$ cat config.mk
export PLATFORM = sky130hd
export DESIGN_NAME = vsd_slot_ctrl_flat
export DESIGN_NICKNAME = d
export VERILOG_FILES = /design/src/rtl/vsd_slot_if.sv /design/src/rtl/vsd_slot_ctrl.sv /design/src/flat_wrapper.sv
export SDC_FILE = /design/constraint.sdc
export NUM_CORES = 1
export LEC_CHECK = 0
export ABC_AREA = 1
export BUFFER_PORTS_ARGS = -buffer_cell sky130_fd_sc_hd__buf_4
export CAP_MARGIN = 20
export CORE_MARGIN = 2
export CORE_UTILIZATION = 58
export DETAILED_ROUTE_END_ITERATION = 10
export PLACE_DENSITY_LB_ADDON = 0.25
export SYNTH_ARGS = -nofsm -noshare
export SYNTH_HDL_FRONTEND = slang
export SYNTH_SLANG_ARGS = --single-unit
$ cat constraint.sdc
create_clock -name clk_sys -period 2.93 [get_ports clk_sys]
set_input_delay 0.586 -clock clk_sys [delete_from_list [all_inputs] [get_ports clk_sys]]
set_output_delay 0.586 -clock clk_sys [all_outputs]
set_load 0.01 [all_outputs]
$ cat src/rtl/vsd_slot_if.sv
// SPI bus bundle between the core master, the physical card and the virtual cards.
// The master side drives the core SPI and card MISO lines; the slave side routes them.
interface vsd_slot_if #(
    parameter int SLOTS = 2
);
    logic             spi_sck;
    logic             spi_mosi;
    logic             spi_ss;
    logic             core_miso;
    logic             phy_miso;
    logic             phy_ss;
    logic             phy_sck;
    logic             phy_mosi;
    logic [SLOTS-1:0] vsd_miso;
    logic [SLOTS-1:0] vsd_ss;

    modport master (
        output spi_sck, spi_mosi, spi_ss, phy_miso, vsd_miso,
        input  core_miso, phy_ss, phy_sck, phy_mosi, vsd_ss
    );

    modport slave (
        input  spi_sck, spi_mosi, spi_ss, phy_miso, vsd_miso,
        output core_miso, phy_ss, phy_sck, phy_mosi, vsd_ss
    );
endinterface

$ cat src/rtl/vsd_slot_ctrl.sv
// Multi-slot virtual SD router: mount tracking, SPI routing,
// post-mount cold-reset request and per-path activity indicators.
module vsd_slot_ctrl #(
    parameter int SLOTS       = 2,
    parameter int RST_HOLD    = 10000000,
    parameter int ACT_TIMEOUT = 1000000,
    parameter int CNT_W       = 24,
    localparam int SW = (SLOTS > 1) ? $clog2(SLOTS) : 1
) (
    input  logic             clk_sys,
    input  logic             reset_n,
    input  logic [SLOTS-1:0] img_mounted,
    input  logic [SLOTS-1:0] img_nz,
    vsd_slot_if.slave        bus,
    output logic             sel_valid,
    output logic [SW-1:0]    sel_slot,
    output logic             reset_req,
    output logic             act_phys,
    output logic             act_virt
);
    localparam logic [CNT_W-1:0] HOLD_M1 = CNT_W'(RST_HOLD - 1);
    localparam logic [CNT_W-1:0] ACT_T   = CNT_W'(ACT_TIMEOUT);

    logic             pend;
    logic             pend_valid;
    logic [SW-1:0]    pend_slot;
    logic [CNT_W-1:0] rst_cnt;
    logic [CNT_W-1:0] cnt_p;
    logic [CNT_W-1:0] cnt_v;
    logic             prev_mosi;
    logic             prev_miso;

    logic             hit;
    logic [SW-1:0]    hit_idx;
    logic             ej_sel;
    logic             miso_v;
    logic [SLOTS-1:0] vss;
    logic             tog;

    // Descending scan so the lowest strobed index wins
    always_comb begin
        hit     = 1'b0;
        hit_idx = '0;
        ej_sel  = 1'b0;
        miso_v  = 1'b0;
        vss     = '1;
        for (int i = SLOTS - 1; i >= 0; i--) begin
            if (img_mounted[i] && img_nz[i]) begin
                hit     = 1'b1;
                hit_idx = SW'(i);
            end
        end
        for (int i = 0; i < SLOTS; i++) begin
            if (sel_valid && sel_slot == SW'(i)) begin
                if (img_mounted[i] && !img_nz[i])
                    ej_sel = 1'b1;
                miso_v = bus.vsd_miso[i];
                vss[i] = bus.spi_ss;
            end
        end
    end

    assign bus.phy_ss    = sel_valid | bus.spi_ss;
    assign bus.phy_sck   = bus.spi_sck & ~bus.phy_ss;
    assign bus.phy_mosi  = bus.spi_mosi & ~bus.phy_ss;
    assign bus.vsd_ss    = vss;
    assign bus.core_miso = sel_valid ? miso_v : bus.phy_miso;

    assign tog = (bus.spi_mosi != prev_mosi) ||
                 (bus.core_miso != prev_miso);

    always_ff @(posedge clk_sys or negedge reset_n) begin
        if (!reset_n) begin
            pend       <= 1'b0;
            pend_valid <= 1'b0;
            pend_slot  <= '0;
            sel_valid  <= 1'b0;
            sel_slot   <= '0;
        end else if (hit) begin
            pend       <= 1'b1;
            pend_valid <= 1'b1;
            pend_slot  <= hit_idx;
        end else if (ej_sel) begin
            pend       <= 1'b1;
            pend_valid <= 1'b0;
        end else if (pend && bus.spi_ss) begin
            sel_valid  <= pend_valid;
            sel_slot   <= pend_slot;
            pend       <= 1'b0;
        end
    end

    always_ff @(posedge clk_sys or negedge reset_n) begin
        if (!reset_n) begin
            rst_cnt   <= '0;
            reset_req <= 1'b0;
        end else if (|img_mounted) begin
            rst_cnt   <= HOLD_M1;
            reset_req <= 1'b1;
        end else if (rst_cnt != '0) begin
            rst_cnt   <= rst_cnt - 1'b1;
        end else begin
            reset_req <= 1'b0;
        end
    end

    // Only the currently routed path is credited with a toggle
    always_ff @(posedge clk_sys or negedge reset_n) begin
        if (!reset_n) begin
            prev_mosi <= 1'b0;
            prev_miso <= 1'b0;
            cnt_p     <= ACT_T;
            cnt_v     <= ACT_T;
            act_phys  <= 1'b0;
            act_virt  <= 1'b0;
        end else begin
            prev_mosi <= bus.spi_mosi;
            prev_miso <= bus.core_miso;
            if (tog && !sel_valid)
                cnt_p <= '0;
            else if (cnt_p < ACT_T)
                cnt_p <= cnt_p + 1'b1;
            if (tog && sel_valid)
                cnt_v <= '0;
            else if (cnt_v < ACT_T)
                cnt_v <= cnt_v + 1'b1;
            act_phys <= (cnt_p < ACT_T);
            act_virt <= (cnt_v < ACT_T);
        end
    end
endmodule

$ cat src/flat_wrapper.sv
// flat-port wrapper written by rule: the top's interface ports become plain ports
module vsd_slot_ctrl_flat 
#(
    parameter int SLOTS       = 2,
    parameter int RST_HOLD    = 10000000,
    parameter int ACT_TIMEOUT = 1000000,
    parameter int CNT_W       = 24,
    localparam int SW = (SLOTS > 1) ? $clog2(SLOTS) : 1
)
  (clk_sys, reset_n, img_mounted, img_nz, sel_valid, sel_slot, reset_req, act_phys, act_virt, bus_spi_sck, bus_spi_mosi, bus_spi_ss, bus_phy_miso, bus_vsd_miso, bus_core_miso, bus_phy_ss, bus_phy_sck, bus_phy_mosi, bus_vsd_ss);
  vsd_slot_if #(.SLOTS(SLOTS)) bus_i ();
  input  logic clk_sys;
  input  logic reset_n;
  input  logic [SLOTS-1:0] img_mounted;
  input  logic [SLOTS-1:0] img_nz;
  output logic sel_valid;
  output logic [SW-1:0] sel_slot;
  output logic reset_req;
  output logic act_phys;
  output logic act_virt;
  input wire logic [$bits(bus_i.spi_sck)-1:0] bus_spi_sck;
  input wire logic [$bits(bus_i.spi_mosi)-1:0] bus_spi_mosi;
  input wire logic [$bits(bus_i.spi_ss)-1:0] bus_spi_ss;
  input wire logic [$bits(bus_i.phy_miso)-1:0] bus_phy_miso;
  input wire logic [$bits(bus_i.vsd_miso)-1:0] bus_vsd_miso;
  output wire logic [$bits(bus_i.core_miso)-1:0] bus_core_miso;
  output wire logic [$bits(bus_i.phy_ss)-1:0] bus_phy_ss;
  output wire logic [$bits(bus_i.phy_sck)-1:0] bus_phy_sck;
  output wire logic [$bits(bus_i.phy_mosi)-1:0] bus_phy_mosi;
  output wire logic [$bits(bus_i.vsd_ss)-1:0] bus_vsd_ss;
  assign bus_i.spi_sck = bus_spi_sck;
  assign bus_i.spi_mosi = bus_spi_mosi;
  assign bus_i.spi_ss = bus_spi_ss;
  assign bus_i.phy_miso = bus_phy_miso;
  assign bus_i.vsd_miso = bus_vsd_miso;
  assign bus_core_miso = bus_i.core_miso;
  assign bus_phy_ss = bus_i.phy_ss;
  assign bus_phy_sck = bus_i.phy_sck;
  assign bus_phy_mosi = bus_i.phy_mosi;
  assign bus_vsd_ss = bus_i.vsd_ss;
  vsd_slot_ctrl #(.SLOTS(SLOTS), .RST_HOLD(RST_HOLD), .ACT_TIMEOUT(ACT_TIMEOUT), .CNT_W(CNT_W)) u_core (.clk_sys(clk_sys), .reset_n(reset_n), .img_mounted(img_mounted), .img_nz(img_nz), .bus(bus_i), .sel_valid(sel_valid), .sel_slot(sel_slot), .reset_req(reset_req), .act_phys(act_phys), .act_virt(act_virt));
endmodule
==> impl_metrics.sql <==
INSERT INTO impl_metrics (metric_group, metric, value, unit) VALUES
('outcome', 'status', 'finished clean', ''),
('placement', 'pre_cts_slack', '714.8', 'ps'),
('global_routing', 'grt_pass1_vias', '4371', ''),
('min_path', 'worst_hold_path_type', 'in2async', ''),
('sta', 'finalClockSkew', '16.57', 'ps'),
('global_routing', 'grt_antenna_before_repair', '0', ''),
('worst_setup_path', 'timing.rr.start', 'u_core.cnt_v[16]', ''),
('route', 'drt_iter0_drc', '213', ''),
('clock_tree', 'clk_path_buf_depth', '2', ''),
('global_routing', 'globalRoute.totalOverflow', '0', ''),
('sta', 'grt_setup_unrepaired', 'no', ''),
('sta', 'worst_pin_slew', '731.9', 'ps'),
('layout', 'antenna_diodes', '0', ''),
('synthesis', 'syn-instance-count', '724', ''),
('route', 'top_layer_in_use', 'met4', ''),
('layout', 'commonest_non_fill_non_tap_cell_in_the_layout', 'sky130_fd_sc_hd__nand2_1', ''),
('route', 'm1WireLength', '5.363', 'mm'),
('route', 'drt_drc_violations_left', '0', ''),
('worst_setup_path', 'cp-end-kind', 'primary output', ''),
('route', 'routed-via-count', '4530', ''),
('worst_setup_path', 'critical_path_arrival', '1640', 'ps'),
('route', 'viasPerCell', '5.304', ''),
('route', 'finalWirelength', '11.18', 'mm'),
('sta', 'timing.final.ws_setup', '703.6', 'ps'),
('route', 'drt_first_pass_iters', '4', ''),
('sta', 'slew_violations', '0', ''),
('clock_tree', 'clock_tree.htree_level_count', '3', ''),
('power_and_ir_drop', 'leakage_power', '2.533', 'nW'),
('global_routing', 'global_route.usage.total', '0.2470', ''),
('placement', 'place.gp.congestion', '0.9505', ''),
('die', 'design.portCount', '23', ''),
('layout', 'layout.nets', '757', ''),
('worst_setup_path', 'timing.critical_path.fanout_max', '8', ''),
('route', 'routed-wl-met2', '5.249', 'mm'),
('clock_tree', 'clock_pin_slew_worst_setup_and_hold_paths', '90', 'ps'),
('clock_tree', 'worstSkewPairLatency', '360', 'ps'),
('clock_tree', 'ctsRootBufferMaster', 'sky130_fd_sc_hd__clkbuf_8', ''),
('route', 'route.antenna.remaining_nets', '0', ''),
('sta', 'hold_ws', '196.9', 'ps'),
('synthesis', 'netlist-cell-type-count', '28', ''),
('die', 'fp.dieArea', '9548', 'sq um'),
('layout', 'biggestRegsByFlops', 'u_core.cnt_p: 24 flops, u_core.cnt_v: 24 flops, u_core.rst_cnt: 24 flops', ''),
('synthesis', 'cell_area_after_synthesis', '5094', 'sq um'),
('power_and_ir_drop', 'ir_worst_vdd', '0.3002', 'mV'),
('die', 'die_x', '97.72', 'um'),
('clock_tree', 'cts_resized', '0', ''),
('worst_setup_path', 'critPathTopFamily', 'flip-flops', ''),
('route', 'dr_wl_met3', '422', 'um'),
('sta', 'setup_tns', '0', 'ps'),
('synthesis', 'syn_area_per_cell', '7.035', 'sq um'),
('power_and_ir_drop', 'fin_total_pwr', '0.002771', 'W'),
('worst_setup_path', 'slowest_delay', '550', 'ps'),
('worst_setup_path', 'worst_r2r_path_depth', '8', ''),
('sta', 'layout_min_cycle_time', '2226', 'ps'),
('worst_setup_path', 'critPathBufInv', '3', ''),
('sta', 'setup-violations-final', '0', ''),
('synthesis', 'register_bit_count_reported_by_yosys', '82', ''),
('placement', 'port-buffer-count', '22', ''),
('sta', 'fraction_of_the_cycle_the_final_worst_path_needs', '0.7599', ''),
('die', 'start_util', '0.5898', ''),
('power_and_ir_drop', 'power.density', '502.5', 'nW/um^2'),
('global_routing', 'grt_start_max_net_pins', '82', ''),
('clock_tree', 'hold_buffers', '0', ''),
('synthesis', 'synth_seq_area_share', '0.4063', ''),
('sta', 'final_hold_viol_count', '0', ''),
('die', 'coreArea', '8636', 'sq um'),
('layout', 'final_layout_size_suffix_gt1_frac', '0.09249', ''),
('worst_setup_path', 'timing.critical_path.cells', 'inv_2 -> nor2_2 -> nand2_1 -> nand3_1 -> inv_1 -> buf_4', ''),
('worst_setup_path', 'cp_startpoint_kind', 'flip-flop', ''),
('layout', 'area_growth_syn_to_layout', '8.278', '%'),
('layout', 'most-common-layout-cells', '210 x sky130_fd_sc_hd__nand2_1, 125 x sky130_fd_sc_hd__nor2_1, 99 x sky130_fd_sc_hd__nand3_1', '');
cell usage after synthesis:
master,number,share of area
sky130_fd_sc_hd__nand2_2,3,0.0037
sky130_fd_sc_hd__nor2_2,2,0.0025
sky130_fd_sc_hd__or2_2,5,0.0061
sky130_fd_sc_hd__inv_2,1,0.00074
sky130_fd_sc_hd__nand3b_1,21,0.031
sky130_fd_sc_hd__ha_1,4,0.0098
sky130_fd_sc_hd__xor2_1,31,0.053
sky130_fd_sc_hd__and2_1,1,0.0012
sky130_fd_sc_hd__nor2_1,125,0.092
sky130_fd_sc_hd__o21bai_1,5,0.0074
sky130_fd_sc_hd__buf_2,10,0.0098
sky130_fd_sc_hd__buf_4,5,0.0074
sky130_fd_sc_hd__nand3_1,99,0.097
sky130_fd_sc_hd__o21ai_2,2,0.0034
sky130_fd_sc_hd__dfrtp_1,68,0.33
sky130_fd_sc_hd__nand3_2,1,0.0020
sky130_fd_sc_hd__nand2_1,210,0.15
sky130_fd_sc_hd__nor3_1,7,0.0069
sky130_fd_sc_hd__nor4_1,1,0.0012
sky130_fd_sc_hd__o21ai_0,9,0.0088
sky130_fd_sc_hd__inv_1,70,0.052
sky130_fd_sc_hd__a21oi_1,4,0.0039
sky130_fd_sc_hd__nor2_4,1,0.0022
sky130_fd_sc_hd__xnor2_1,6,0.010
sky130_fd_sc_hd__clkbuf_1,2,0.0015
sky130_fd_sc_hd__nand4_1,13,0.016
sky130_fd_sc_hd__dfstp_2,14,0.072
sky130_fd_sc_hd__buf_6,4,0.0088
power by group:
part           total, W  switching [W]  internal, W
clock          0.000911       0.000428     0.000484
combinational  0.000557       0.000388     0.000169
sequential      0.00130      0.0000988      0.00120
total           0.00277       0.000914      0.00186
worst reg2reg max path, delay by kind of cell (launching register included):
kind / cells / cell delay [ps]
flops: 1 / 570
simple gates: 7 / 1380
compound gates: 1 / 170
metrics by stage:
step | utilization | area (sq um) | instances
after CTS | 0.6363 | 5495 | 853
after global placement | 0.6119 | 5284 | 837
after global routing | 0.6387 | 5515 | 854
final | 0.6387 | 5515 | 854
after detailed placement | 0.6119 | 5284 | 837
after floorplan | - | 5094 | 724
how the worst max path moves through the flow:
stage,start,end,cells after the start
4_1_cts,u_core.cnt_v[16],u_core.cnt_v[20],8
2_1_floorplan,bus_phy_miso,bus_core_miso,3
3_3_place_gp,bus_phy_miso,u_core.cnt_v[22],7
5_1_grt,u_core.cnt_v[16],u_core.cnt_v[22],8
6_report,u_core.sel_valid,bus_core_miso,6
3_5_place_dp,bus_phy_miso,u_core.cnt_v[22],7
metal layers:
layer  GRT usage  up-vias
met5           0        -
met4     0.06944        0
met3     0.02950       17
met2      0.4133       86
met1      0.3424     2106
li1            -     2321
cells by family (layout without fill, tap and decap cells):
| group | after synthesis | count (layout) | synth area share |
|---|---|---|---|
| DFF | 82 | 82 | 0.4063 |
| adders and majority gates | 4 | 4 | 0.009826 |
| xor gates and xnor gates | 37 | 37 | 0.06362 |
| buffers and inverters | 92 | 114 | 0.07983 |
| and+or+nand+nor | 489 | 489 | 0.4169 |
| AOI/OAI and AO/OA | 20 | 20 | 0.02358 |
cell type report:
cell class	instances	area [sq um]
clock buffers	12	135.1
well taps	108	135.1
fillers	773	3120
inverters	71	266.5
flip-flops and latches	82	2069
clock inverters	4	76.32
multi-input cells	550	2618
repair buffers	27	215.2
Power figures use the tool's default switching activity.
